`src/rtl/rgb_pwm_driver_if.sv`:
```
// ---------------------------------------------------------------------------
// rgb_pwm_driver_if
//   Duty-update bus for rgb_pwm_driver.
//
//   Handshake: in_valid is a 1-clk strobe that qualifies duty_r/g/b. There is
//   no ready signal. The slave accepts every strobe in the cycle it is
//   presented. The slave raises pending while an accepted update waits to be
//   applied at the next PWM period boundary.
//
//   Signals
//     in_valid  master->slave  duty_r/g/b valid this cycle
//     duty_r    master->slave  red duty   (DUTY_W bits)
//     duty_g    master->slave  green duty (DUTY_W bits)
//     duty_b    master->slave  blue duty  (DUTY_W bits)
//     pending   slave->master  update buffered, not yet applied
// ---------------------------------------------------------------------------
interface rgb_pwm_driver_if #(
  parameter int DUTY_W = 8
);
  logic              in_valid;
  logic [DUTY_W-1:0] duty_r;
  logic [DUTY_W-1:0] duty_g;
  logic [DUTY_W-1:0] duty_b;
  logic              pending;

  modport master (
    output in_valid, duty_r, duty_g, duty_b,
    input  pending
  );

  modport slave (
    input  in_valid, duty_r, duty_g, duty_b,
    output pending
  );
endinterface

```
`src/rtl/rgb_pwm_driver.sv`:
```
// ---------------------------------------------------------------------------
// rgb_pwm_driver
//   Three-channel PWM generator for the SB_RGBA_DRV RGBxPWM pins. Duty values
//   arrive on the bus interface. They are double-buffered and take effect only
//   at a PWM period boundary, so a colour change never glitches mid-period.
//
//   Parameters
//     PRESCALE  clk cycles per PWM step (>=1)
//     DUTY_W    duty / PWM counter width; period = 2**DUTY_W steps
//
//   Ports
//     clk           system clock
//     rst           synchronous reset, active-high (overrides en and in_valid)
//     en            run enable; low freezes counters and forces outputs low
//     bus           rgb_pwm_driver_if.slave: in_valid, duty_r/g/b in; pending out
//     pwm_r/g/b     registered PWM outputs
//     period_start  1-clk pulse, one cycle after each period boundary
//
//   Optional feature (macro RGB_PWM_PHASE_STAGGER_EN)
//     When defined, the green and blue comparators see the PWM count offset by
//     one third and two thirds of a period. This spreads LED turn-on edges
//     while leaving duty per period unchanged.
// ---------------------------------------------------------------------------
module rgb_pwm_driver #(
  parameter int PRESCALE = 8,
  parameter int DUTY_W   = 8
) (
  input  logic           clk,
  input  logic           rst,
  input  logic           en,
  rgb_pwm_driver_if.slave bus,
  output logic           pwm_r,
  output logic           pwm_g,
  output logic           pwm_b,
  output logic           period_start
);

  localparam int                PRE_W    = $clog2(PRESCALE) + 1;
  localparam logic [PRE_W-1:0]  PRE_LAST = PRE_W'(PRESCALE - 1);
  localparam logic [DUTY_W-1:0] CNT_LAST = '1;

  logic [PRE_W-1:0]  pre_cnt;
  logic [DUTY_W-1:0] pwm_cnt;
  logic [DUTY_W-1:0] active_r, active_g, active_b;
  logic [DUTY_W-1:0] pend_r, pend_g, pend_b;
  logic              pending_q;
  logic              tick;
  logic              boundary;
  logic [DUTY_W-1:0] cmp_r, cmp_g, cmp_b;

  // With PRESCALE=1, PRE_LAST is 0 and pre_cnt never leaves 0, so tick = en.
  assign tick     = en & (pre_cnt == PRE_LAST);
  assign boundary = tick & (pwm_cnt == CNT_LAST);

`ifdef RGB_PWM_PHASE_STAGGER_EN
  localparam logic [DUTY_W-1:0] OFS_G = DUTY_W'((2 ** DUTY_W) / 3);
  localparam logic [DUTY_W-1:0] OFS_B = DUTY_W'(2 * ((2 ** DUTY_W) / 3));

  // The additions wrap modulo 2**DUTY_W by truncation.
  assign cmp_r = pwm_cnt;
  assign cmp_g = pwm_cnt + OFS_G;
  assign cmp_b = pwm_cnt + OFS_B;
`else
  assign cmp_r = pwm_cnt;
  assign cmp_g = pwm_cnt;
  assign cmp_b = pwm_cnt;
`endif

  // Prescaler and PWM step counter. Both hold while en is low.
  always_ff @(posedge clk) begin
    if (rst) begin
      pre_cnt <= '0;
      pwm_cnt <= '0;
    end else begin
      if (en) begin
        pre_cnt <= tick ? '0 : pre_cnt + PRE_W'(1);
      end
      if (tick) begin
        pwm_cnt <= pwm_cnt + DUTY_W'(1);
      end
    end
  end

  // Double buffer. The apply reads pend_* before this cycle's write lands.
  // A strobe in the boundary cycle therefore stays pending for the next
  // period. The strobe also wins over the boundary clear of pending_q.
  always_ff @(posedge clk) begin
    if (rst) begin
      pend_r    <= '0;
      pend_g    <= '0;
      pend_b    <= '0;
      active_r  <= '0;
      active_g  <= '0;
      active_b  <= '0;
      pending_q <= 1'b0;
    end else begin
      if (boundary && pending_q) begin
        active_r <= pend_r;
        active_g <= pend_g;
        active_b <= pend_b;
      end
      if (bus.in_valid) begin
        pend_r    <= bus.duty_r;
        pend_g    <= bus.duty_g;
        pend_b    <= bus.duty_b;
        pending_q <= 1'b1;
      end else if (boundary) begin
        pending_q <= 1'b0;
      end
    end
  end

  // Output registers, one clk behind pwm_cnt. Duty D gives D high steps.
  always_ff @(posedge clk) begin
    if (rst) begin
      pwm_r        <= 1'b0;
      pwm_g        <= 1'b0;
      pwm_b        <= 1'b0;
      period_start <= 1'b0;
    end else begin
      pwm_r        <= en & (cmp_r < active_r);
      pwm_g        <= en & (cmp_g < active_g);
      pwm_b        <= en & (cmp_b < active_b);
      period_start <= boundary;
    end
  end

  assign bus.pending = pending_q;

endmodule

```
`src/flat_wrapper.sv`:
```
// flat-port wrapper written by rule: the top's interface ports become plain ports
module rgb_pwm_driver_flat 
#(
  parameter int PRESCALE = 8,
  parameter int DUTY_W   = 8
)
  (clk, rst, en, pwm_r, pwm_g, pwm_b, period_start, bus_in_valid, bus_duty_r, bus_duty_g, bus_duty_b, bus_pending);
  rgb_pwm_driver_if #(.DUTY_W(DUTY_W)) bus_i ();
  input  logic clk;
  input  logic rst;
  input  logic en;
  output logic pwm_r;
  output logic pwm_g;
  output logic pwm_b;
  output logic period_start;
  input wire logic [$bits(bus_i.in_valid)-1:0] bus_in_valid;
  input wire logic [$bits(bus_i.duty_r)-1:0] bus_duty_r;
  input wire logic [$bits(bus_i.duty_g)-1:0] bus_duty_g;
  input wire logic [$bits(bus_i.duty_b)-1:0] bus_duty_b;
  output wire logic [$bits(bus_i.pending)-1:0] bus_pending;
  assign bus_i.in_valid = bus_in_valid;
  assign bus_i.duty_r = bus_duty_r;
  assign bus_i.duty_g = bus_duty_g;
  assign bus_i.duty_b = bus_duty_b;
  assign bus_pending = bus_i.pending;
  rgb_pwm_driver #(.PRESCALE(PRESCALE), .DUTY_W(DUTY_W)) u_core (.clk(clk), .rst(rst), .en(en), .bus(bus_i), .pwm_r(pwm_r), .pwm_g(pwm_g), .pwm_b(pwm_b), .period_start(period_start));
endmodule
```
`config.mk`:
```
export PLATFORM = sky130hd
export DESIGN_NAME = rgb_pwm_driver_flat
export DESIGN_NICKNAME = d
export VERILOG_FILES = /design/src/rtl/rgb_pwm_driver_if.sv /design/src/rtl/rgb_pwm_driver.sv /design/src/flat_wrapper.sv
export SDC_FILE = /design/constraint.sdc
export NUM_CORES = 1
export LEC_CHECK = 0
export CORE_MARGIN = 3
export CORE_UTILIZATION = 30
export CTS_BUF_LIST = sky130_fd_sc_hd__clkbuf_8
export DETAILED_ROUTE_END_ITERATION = 12
export SYNTH_ARGS = -nofsm -noshare
export SYNTH_HDL_FRONTEND = slang
export SYNTH_SLANG_ARGS = --single-unit
```
`constraint.sdc`:
```
create_clock -name clk -period 2.1 [get_ports clk]
set_input_delay 0.63 -clock clk [delete_from_list [all_inputs] [get_ports clk]]
set_output_delay 0.63 -clock clk [all_outputs]
set_load 0.01 [all_outputs]
```
==> metrics.cfg <==
[setup_path]
critical_path_class = reg -> out
cp_slowest_cell = clkdlybuf4s50_1
endpoint = bus_pending
crit_chain = clkdlybuf4s50_1
r2r_setup_slack_ps = 300
end_kind = primary output
rr_endpoint = u_core.active_r[1]$_SDFFE_PP0P_
reg2reg_from = u_core.cmp_b[0]$_SDFFE_PP0P_
ff2ff_path_depth = 5
path_max_fanout = 3
critPathRequiredTime_ps = 1470
path_buf_inv = 1
path_delay_family = buffers and inverters
cp.depth = 1
arrival_ps = 1280
critPathLaunch = u_core.bus.pending$_SDFFE_PP0P_
critPathMaxStageDelay_ps = 550
critical_path.startpoint_type = register

[routing]
wl_um = 5900
drt_iter0_markers = 103
drtAntennaViolNets = 0
num_vias = 2204
vias_per_cell = 4.47
dr.pass1.iters = 4
wl_per_cell_um = 12.0
drt_drc_violations_left = 0

[logic_synthesis]
netlist-cell-type-count = 30
synthFlopType = dfxtp_1
yosysTopAreaCell = dfxtp_1
ys_ff_latch = 65
synth.net_count = 370
yosysSeqAreaShare_pct = 41.6
synth_area_mm2 = 0.00313
synth_top_area_share_pct = 41.6
avgSynthCellArea_um2 = 9.80
synth_edf_count = 0
ys_top_cells_by_area = dfxtp_1, mux2i_1, nand2b_1, ha_1, nor2_1
ys_async_sr_fraction_pct = 0
synthesis.instances = 319
synth_warnings = 0

[floorplanning]
initial_utilization_pct = 31.4
io_pins = 33
die_y_um = 108
rows = 36
die_w_um = 108
die-area_mm2 = 0.0117
core_mm2 = 0.00995

[cells_and_area]
n_antenna_cell = 0
final_nets = 406
syn2layout_area_growth_pct = 24.2
nFillCells = 978
mostFrequentLayoutCells = dfxtp_1, nand2b_1, mux2i_1
final_area_mm2 = 0.00388
drive_gt1_share_pct = 7.78
final_common_cell = dfxtp_1

[global_routing]
antenna_found_initial = 0
track_usage_pct = 10.8
gr-total-overflow = 0
grt_pass1_vias = 2216
grt_max_degree = 63
grt_pass1_wl_um = 9950

[clocking]
hold_buffers = 0
cts_tree = yes
cts.sinks = 65
clock_path_buffers = 2
clk_pin_slew_ps = 70
cts-root-buf = clkbuf_8
ctsResizeCount = 0
htree_levels = 3
clock_latency_ps = 340
post_cts_buffers = 0
numCtsBuffers = 9

[timing]
maxSlewViolCount = 0
worst_pin_slew_ps = 470
min_period_ps = 1910
finalHoldViolations = 0
tns_ps = 0
finalSetupViolCount = 0
period_share_pct = 90.8
slew_headroom_pct = 68.7
max_freq_ghz = 0.524
worst_clock_skew_ps = 8.39
rsz0062_at_grt = false

[placement]
dpl_cell_area_mm2 = 0.00362
dpl.hpwl_um = 3980
place.gp.congestion = 0.808
io_buffers = 32

[power_and_ir_drop]
p_leak_nw = 1.48
p_per_area_mw_per_mm2 = 727
finalPower_mw = 2.82
vdd_drop_max_uv = 350

[run]
drv_cap = 0

[min_path]
holdPathStages = 2
min_path_type = reg -> reg

[status]
status = finished, final reports clean

## area by class of cell
type                       instances  area (um2)  share of cell area (%)
clock inverter                     4        97.6                    2.51
inverter                          25        93.8                    2.42
clock buffer                      12         165                    4.26
multi-input combinational        213        1650                    42.5
sequential                        65        1300                    33.5
timing repair buffer              41         408                    10.5
tap                              133         166                    4.29
## through the flow
step           std cells  hold WS [ps]  setup slack, ps  utilization [%]
5_1_grt              493           497             85.3             39.0
3_3_place_gp         477           459            -90.1             36.3
4_1_cts              493           479              174             39.0
3_5_place_dp         477           464             -113             36.3
6_report             493           474              193             39.0
2_1_floorplan        319           444              219                -
## synthesized netlist by cell type (4+ instances only)
library cell / instances
or4_1: 5
mux2i_1: 50
o21ai_0: 8
a21oi_1: 8
ha_1: 23
dfxtp_1: 65
nor2_1: 29
inv_1: 25
clkbuf_1: 11
nand2b_1: 53
o31ai_1: 4
## flip-flops by register name (all words and copies together) (netlist names)
signal,flops
u_core.active_b,8
u_core.active_g,8
u_core.active_r,8
u_core.bus.pending,1
u_core.cmp_b,8
u_core.pend_b,8
u_core.pend_g,8
u_core.pend_r,8
u_core.period_start,1
u_core.pre_cnt,4
u_core.pwm_b,1
u_core.pwm_g,1
u_core.pwm_r,1
## kinds of logic after synthesis
kind of cell / synth area share [%]
buf+inv: 5.60
compound gates: 7.05
fa+ha+maj: 9.21
xor+xnor: 0.841
mux: 16.0
flops: 41.6
simple gates: 19.7
## layer usage
metal | vias to the layer above | routed length [um] | global-route usage, %
li1 | 1166 | - | -
met1 | 983 | 2950 | 13.2
met2 | 44 | 2580 | 17.1
met3 | 11 | 235 | 2.51
met4 | 0 | 137 | 6.31
met5 | - | 0 | 0
## worst min path at each step
stage                               startpoint                               to  slack [ps]
2_1_floorplan  u_core.active_b[0]$_SDFFE_PP0P_  u_core.active_b[0]$_SDFFE_PP0P_         440
3_3_place_gp   u_core.active_b[7]$_SDFFE_PP0P_  u_core.active_b[7]$_SDFFE_PP0P_         460
3_5_place_dp   u_core.active_b[2]$_SDFFE_PP0P_  u_core.active_b[2]$_SDFFE_PP0P_         460
4_1_cts        u_core.active_b[2]$_SDFFE_PP0P_  u_core.active_b[2]$_SDFFE_PP0P_         480
5_1_grt        u_core.active_b[4]$_SDFFE_PP0P_  u_core.active_b[4]$_SDFFE_PP0P_         500
6_report         u_core.pend_r[4]$_SDFFE_PP0P_  u_core.active_r[4]$_SDFFE_PP0P_         470
## power breakdown
group | internal (mW) | switching (mW) | leakage [nW]
registers | 1.26 | 0.0180 | 0.529
logic | 0.105 | 0.0676 | 0.818
clock network | 0.886 | 0.481 | 0.129
Power figures use the tool's default switching activity.
